--- config.mk ---
export PLATFORM = sky130hd
export DESIGN_NAME = pool2x2_stream
export DESIGN_NICKNAME = d
export VERILOG_FILES = /design/src/rtl/pool2x2_stream.sv
export SDC_FILE = /design/constraint.sdc
export NUM_CORES = 1
export LEC_CHECK = 0
export ABC_AREA = 1
export CAP_MARGIN = 20
export CORE_MARGIN = 8
export CORE_UTILIZATION = 35
export CTS_CLUSTER_DIAMETER = 30
export DETAILED_ROUTE_END_ITERATION = 8
export RECOVER_POWER = 50
export SYNTH_ARGS = -nofsm -noshare
export SYNTH_HDL_FRONTEND = slang
export SYNTH_SLANG_ARGS = --single-unit
export TNS_END_PERCENT = 30
--- constraint.sdc ---
create_clock -name clk -period 9.1 [get_ports clk]
set_input_delay 2.73 -clock clk [delete_from_list [all_inputs] [get_ports clk]]
set_output_delay 2.73 -clock clk [all_outputs]
set_load 0.01 [all_outputs]
--- src/rtl/pool2x2_stream.sv ---
// 2x2 stride-2 max/avg pooling over a raster-order valid/ready pixel stream.
// One line buffer holds the even row; the odd row completes each window in flight.
module pool2x2_stream #(
  parameter int unsigned DATA_W = 32,
  parameter int unsigned FM_W   = 6,
  parameter int unsigned FM_H   = 6
) (
  input  logic              clk,
  input  logic              rst,
  input  logic              mode,
  input  logic              in_valid,
  output logic              in_ready,
  input  logic [DATA_W-1:0] in_data,
  output logic              out_valid,
  input  logic              out_ready,
  output logic [DATA_W-1:0] out_data,
  output logic              out_last,
  output logic              frame_done
);

  if ((FM_W < 2) || (FM_W % 2 != 0)) begin : gen_bad_fm_w
    $error("pool2x2_stream: FM_W must be even and >= 2");
  end
  if ((FM_H < 2) || (FM_H % 2 != 0)) begin : gen_bad_fm_h
    $error("pool2x2_stream: FM_H must be even and >= 2");
  end

  localparam int unsigned CW = $clog2(FM_W);
  localparam int unsigned RW = $clog2(FM_H);
  localparam logic [CW-1:0] ColLast = CW'(FM_W - 1);
  localparam logic [RW-1:0] RowLast = RW'(FM_H - 1);

  logic [CW-1:0]     col_q;
  logic [RW-1:0]     row_q;
  logic              mode_q;
  logic [DATA_W-1:0] line_buf [FM_W];
  logic [DATA_W-1:0] left_q;
  logic              out_valid_q;
  logic [DATA_W-1:0] out_data_q;
  logic              out_last_q;

  logic              accept;
  logic              win_done;
  logic              frame_end;
  logic [CW-1:0]     col_even;
  logic [DATA_W-1:0] win_a, win_b, win_c, win_d;
  logic [DATA_W+1:0] sum;
  logic [DATA_W+1:0] avg_full;
  logic [DATA_W-1:0] max_ab, max_cd, max_all;
  logic [DATA_W-1:0] result;

  assign in_ready   = !out_valid_q || out_ready;
  assign accept     = in_valid && in_ready;
  assign win_done   = accept && row_q[0] && col_q[0];
  assign frame_end  = (row_q == RowLast) && (col_q == ColLast);
  assign out_valid  = out_valid_q;
  assign out_data   = out_data_q;
  assign out_last   = out_last_q;
  assign frame_done = out_valid_q && out_ready && out_last_q;

  // Window only completes on odd columns, so clearing bit 0 gives col-1.
  assign col_even = col_q & ~CW'(1);
  assign win_a    = line_buf[col_even];
  assign win_b    = line_buf[col_q];
  assign win_c    = left_q;
  assign win_d    = in_data;

  assign sum = {{2{win_a[DATA_W-1]}}, win_a} + {{2{win_b[DATA_W-1]}}, win_b}
             + {{2{win_c[DATA_W-1]}}, win_c} + {{2{win_d[DATA_W-1]}}, win_d};
  assign avg_full = $signed(sum) >>> 2;

  assign max_ab  = ($signed(win_a) > $signed(win_b)) ? win_a : win_b;
  assign max_cd  = ($signed(win_c) > $signed(win_d)) ? win_c : win_d;
  assign max_all = ($signed(max_ab) > $signed(max_cd)) ? max_ab : max_cd;
  assign result  = mode_q ? max_all : avg_full[DATA_W-1:0];

  always_ff @(posedge clk) begin
    if (rst) begin
      col_q       <= '0;
      row_q       <= '0;
      mode_q      <= 1'b0;
      out_valid_q <= 1'b0;
      out_data_q  <= '0;
      out_last_q  <= 1'b0;
    end else begin
      if (accept) begin
        if (col_q == ColLast) begin
          col_q <= '0;
          row_q <= (row_q == RowLast) ? '0 : row_q + RW'(1);
        end else begin
          col_q <= col_q + CW'(1);
        end
        if ((row_q == '0) && (col_q == '0)) begin
          mode_q <= mode;
        end
      end
      if (win_done) begin
        out_valid_q <= 1'b1;
        out_data_q  <= result;
        out_last_q  <= frame_end;
      end else if (out_ready) begin
        out_valid_q <= 1'b0;
      end
    end
  end

  // Pure datapath storage; contents are irrelevant after reset.
  always_ff @(posedge clk) begin
    if (accept && !row_q[0]) begin
      line_buf[col_q] <= in_data;
    end
    if (accept && row_q[0] && !col_q[0]) begin
      left_q <= in_data;
    end
  end

endmodule

* Word level (Yosys, flattened, before mapping) *
Memory sizes are Yosys's and may differ from the RTL's. A register that Yosys moved wholly into a read port is not among the register bits.
Index checks and enable logic that the tools add are counted.

word-level totals
  RAM bits = 192
  input port bits = 37
  memories = 1
  flip-flop bits (word level) = 73

memories
  memory    depth  width  read ports  clocked after memory_dff  write ports  RTL line  RTL
  line_buf  6      32     2           2                         1            36        logic [DATA_W-1:0] line_buf [FM_W];

cells by class
  reduce and logical (&&, ||, !) cells = 18
  $add $sub $neg = 5
  magnitude comparators = 3
  multiplexer cells = 14
  eq/ne operators = 2

operators with widths
  kind                                                            count
  32-bit 2-to-1 mux                                               4
  32-bit > comparator                                             3
  33-bit by 32-bit adder with 34-bit output                       1
  34-bit adder                                                    1
  32-bit by 32-bit adder with 33-bit output                       1
  3-bit 2-to-1 mux                                                6
  1-bit logical AND                                               9
  3-bit by 1-bit adder with 3-bit output (second input constant)  2
  3-bit == test (second input constant)                           2
  3-bit zero test                                                 2
  1-bit 2-to-1 mux                                                4
  2-bit AND reduction                                             2
  1-bit zero test                                                 3
  2-bit nonzero test                                              1
  1-bit logical OR                                                1

* Depth between registers and ports, before layout *
  depth in word-level cells = 6
  depth in mapped cells = 45
  depth with buffers taken out = 42

* Worst setup path after synthesis *
No wires, ideal clock.

  path type = input-to-reg
  start = in out_ready
  end = reg mode_q
  stages = 8
  setup slack = 1.883 ns
  path buffers = 0
  arrival = 7.084 ns
  path through = inv_1 nand2_1 nand2_1 or2_2 nor4_1 nand3_1 o21ai_0 a21oi_1

on the way
  word-level cells in the longest chain between the ends = 3

RTL lines
  element                               RTL line  RTL
  start, declared                       15        input logic out_ready,
  1-bit logical OR                      52        assign in_ready = !out_valid_q || out_ready;
  named net in_ready                    12        output logic in_ready,
  1-bit logical AND                     53        assign accept = in_valid && in_ready;
  2-bit AND reduction (no source line)  --
  end signal, assigned                  94        mode_q <= mode;
  end, declared                         35        logic mode_q;

The timed path passes the listed nets, and every way through them passes these cells.
A chain may end at the register's enable or synchronous reset.

* Worst setup path in the final report *
  start = in in_data[29]
  end = reg out_data_q[0], in the netlist out_data[0]

on the way
  word-level cells in the longest chain between the ends = 5

RTL lines
  element                RTL line  RTL
  start, declared        13        input logic [DATA_W-1:0] in_data,
  32-bit > comparator    73        assign max_cd = ($signed(win_c) > $signed(win_d)) ? win_c : win_d;
  32-bit 2-to-1 mux (*)  73
  32-bit > comparator    74        assign max_all = ($signed(max_ab) > $signed(max_cd)) ? max_ab : max_cd;
  32-bit 2-to-1 mux (*)  74
  32-bit 2-to-1 mux (*)  75        assign result = mode_q ? max_all : avg_full[DATA_W-1:0];
  end signal, assigned   99        out_data_q <= result;
  end, declared          39        logic [DATA_W-1:0] out_data_q;

Mark *: on every way between the ends. The rest lies on a longest branch, timed or not.

==> flow_summary.json <==
{
  "ir_worst_vdd_v": 0.0001189,
  "rows": 82,
  "antenna_found_initial": 1,
  "dieArea_um2": 58470,
  "finalSetupViolCount": 0,
  "topRoutingLayerUsed": "met5",
  "skew_ns": 0.02329,
  "final_antenna_net_count": 0,
  "yosys.cell_types.count": 53,
  "n_antenna_cell": 0,
  "clkLatencyLatePin_ns": 0.58,
  "drc": 0,
  "cts_hold_buffers": 0,
  "synth-edff-count": 224,
  "fin_crit_sh": 0.8818,
  "postCtsResizedCells": 0,
  "die_y_um": 241.8,
  "critPathTopFamily": "simple AND/OR/NAND/NOR gates",
  "die_width_um": 241.8,
  "dpl_cell_area_um2": 19430,
  "crit_slowest_cell": "o21ai_0",
  "grt_max_degree": 63,
  "clock.fmax_mhz": 124.6,
  "slowest_delay_ns": 0.67,
  "critPathMostFrequentCell": "nand2_1",
  "p_leak_nw": 9.156,
  "synth_top_area_share": 0.3769,
  "hold_viol_final": 0,
  "nets": 2370,
  "synth_common_cells": "nand2_1 (514), inv_1 (226), edfxtp_1 (224)",
  "setup_slack_ns": 1.075,
  "syn_nets": 2253,
  "clock_path_buffers": 3,
  "place_ws_ns": 0.5322,
  "tns_ns": 0,
  "cts.sinks": 268,
  "cts_buffers": 69,
  "crit_path_end_kind": "register",
  "layout_min_cycle_time_ns": 8.025,
  "io_pins": 73,
  "ys_seq_area_frac": 0.4262,
  "syn_area_per_cell_um2": 8.818,
  "drv_cap": 1,
  "grt_pass1_vias": 14460,
  "viasPerCell": 5.260,
  "drtIter0Drc": 1327,
  "coreArea_um2": 50270,
  "cts_root_buf": "clkbuf_16",
  "dp_hpwl_um": 42930,
  "start_util": 0.3550,
  "fillers": 4920,
  "vias": 15080,
  "place.gp.congestion": 0.9350,
  "overflow": 0,
  "fin_area_um2": 21770,
  "path_class": "input pin to register",
  "hp-class": "register to register",
  "syn_area_um2": 17850,
  "io_buffer_count": 72,
  "rsz0062_at_grt": "no",
  "failed_checks": "max-capacitance violations, max-slew violations",
  "synth_warnings": 0,
  "final_util": 0.4330,
  "path_cells": "dlygate4sd3_1 -> clkbuf_1 -> inv_1 -> ha_1 -> a21oi_1 -> o21a_1 -> nand2_1 -> a21oi_1 -> nand2_1 -> nand2_2 -> nand3_4 -> o21ai_0 -> ha_1 -> nand4_1 -> nor3_1 -> nand2_1 -> nand2_1 -> nand2_1 -> nand3_1 -> nand3_1 -> buf_4 -> o211ai_1 -> nand3_1 -> a21oi_2",
  "area_growth_pct": 21.96,
  "drive_gt1_frac": 0.1066,
  "synth_flop_cell": "edfxtp_1",
  "yosysTopAreaCell": "edfxtp_1",
  "fin_cells": 2867,
  "grt_pass1_wl_um": 87750,
  "met1_length_um": 27840,
  "cts.clk_slew.worst_paths_ns": 0.04,
  "status": "finished, violations left",
  "cts_setup_buffers": 0,
  "drt-pass1-iter-count": 8,
  "cp_num_buf_inv": 4,
  "final-max-slew-violation-count": 30,
  "met2_length_um": 23840,
  "grtUsageTotal": 0.1918,
  "syn_inst": 2024,
  "slew_headroom": -0.3531,
  "start_kind": "input pin",
  "yosysMostFrequentCell": "nand2_1",
  "met3WireLength_um": 4553,
  "worstPathRequired_ns": 9.60,
  "cts_max_level": 3,
  "cp_max_fo": 41,
  "power_density_nw_per_um2": 271.2,
  "drt-total-wl_um": 57490,
  "worst_pin_slew_ns": 2.030,
  "dp_cells": 2741,
  "ys_ff_latch": 268,
  "ys_top_cells_by_area": "edfxtp_1 (38%), nand2_1 (11%), ha_1 (8.9%), fa_1 (7.3%), nand3_1 (5.4%)",
  "detail_route.wl_per_cell_um": 20.05,
  "crit_arrival_ns": 8.53,
  "cts_tree": "done",
  "synthArstFlopShare": 0
}
## flip-flops by register name, summed over array words and instances, names as in the netlist, named ones only
signal and count:
col_q 3, left_q 32, line_buf 192, mode_q 1, out_data 32, out_last 1
out_valid 1, row_q 3
## stage by stage
step	total power, W	hold slack [ns]
after detailed placement	0.003363	0.5029
after floorplan	0.002775	0.4571
final	0.005903	0.5187
after global routing	0.006213	0.5332
after CTS	0.005900	0.5098
after global placement	0.003361	0.4851
## cells by family (layout without fill, tap and decap cells)
kind of cell,count (synthesis),count (layout),share of synthesized area
AO/OA/AOI/OAI,346,346,0.1135
XOR/XNOR,9,9,0.004417
adder cells (fa/ha/maj),192,192,0.1619
buffers and inverters,298,469,0.06877
flip-flops,268,268,0.4262
AND/OR/NAND/NOR,911,911,0.2251
## layout by cell type (no fill, tap or decap), types with 8 or more instances in the layout
| cell type | n |
|---|---|
| nand4_1 | 29 |
| ha_1 | 127 |
| nand2_1 | 514 |
| and2_1 | 9 |
| dlygate4sd3_1 | 34 |
| buf_4 | 21 |
| a21oi_1 | 117 |
| clkdlybuf4s50_1 | 38 |
| nand3_2 | 8 |
| o21ai_2 | 19 |
| edfxtp_1 | 224 |
| clkbuf_1 | 28 |
| or2_2 | 16 |
| o211ai_1 | 29 |
| nor3_1 | 14 |
| nor2_1 | 85 |
| inv_1 | 226 |
| o21a_1 | 17 |
| clkinv_2 | 8 |
| dfxtp_1 | 42 |
| fa_1 | 65 |
| bufinv_16 | 10 |
| o21ai_0 | 132 |
| clkinvlp_4 | 8 |
| clkbuf_16 | 71 |
| a21oi_2 | 10 |
| nand3_1 | 193 |
| nand2_2 | 19 |
## power by group
| group | switching, W | internal, W | leakage [nW] |
|---|---|---|---|
| Sequential | 0.00000707 | 0.00136 | 2.39 |
| Clock | 0.000767 | 0.00174 | 1.16 |
| Combinational | 0.00136 | 0.000663 | 5.60 |
| Total | 0.00213 | 0.00377 | 9.16 |
## area by class of cell
class,instances,area (um^2),share of cell area
clock buffer,82,1858,0.08536
multi-input combinational,1458,9056,0.4160
inverter,229,864.6,0.03972
sequential,268,7610,0.3496
timing repair buffer,115,984.7,0.04524
clock inverter,43,553.0,0.02541
tap,672,840.8,0.03863
## final timing paths
kind                                   end  cells past startpoint  slack [ns]                   from
setup / recovery  out_data[0]$_SDFFE_PP0P_                     24        1.08            in_data[29]
hold / removal       row_q[2]$_SDFFE_PP0P_                      1        0.52  row_q[2]$_SDFFE_PP0P_
setup reg to reg  out_data[0]$_SDFFE_PP0P_                     33        2.24               register
hold reg to reg      row_q[2]$_SDFFE_PP0P_                      1        0.52  row_q[2]$_SDFFE_PP0P_
## metal layers
| metal | GRT usage | up-vias |
|---|---|---|
| met1 | 0.2868 | 7222 |
| met3 | 0.03935 | 83 |
| met2 | 0.2762 | 617 |
| li1 | - | 7155 |
| met5 | 0 | - |
| met4 | 0.05321 | 2 |
(Power assumes the default switching activity.)
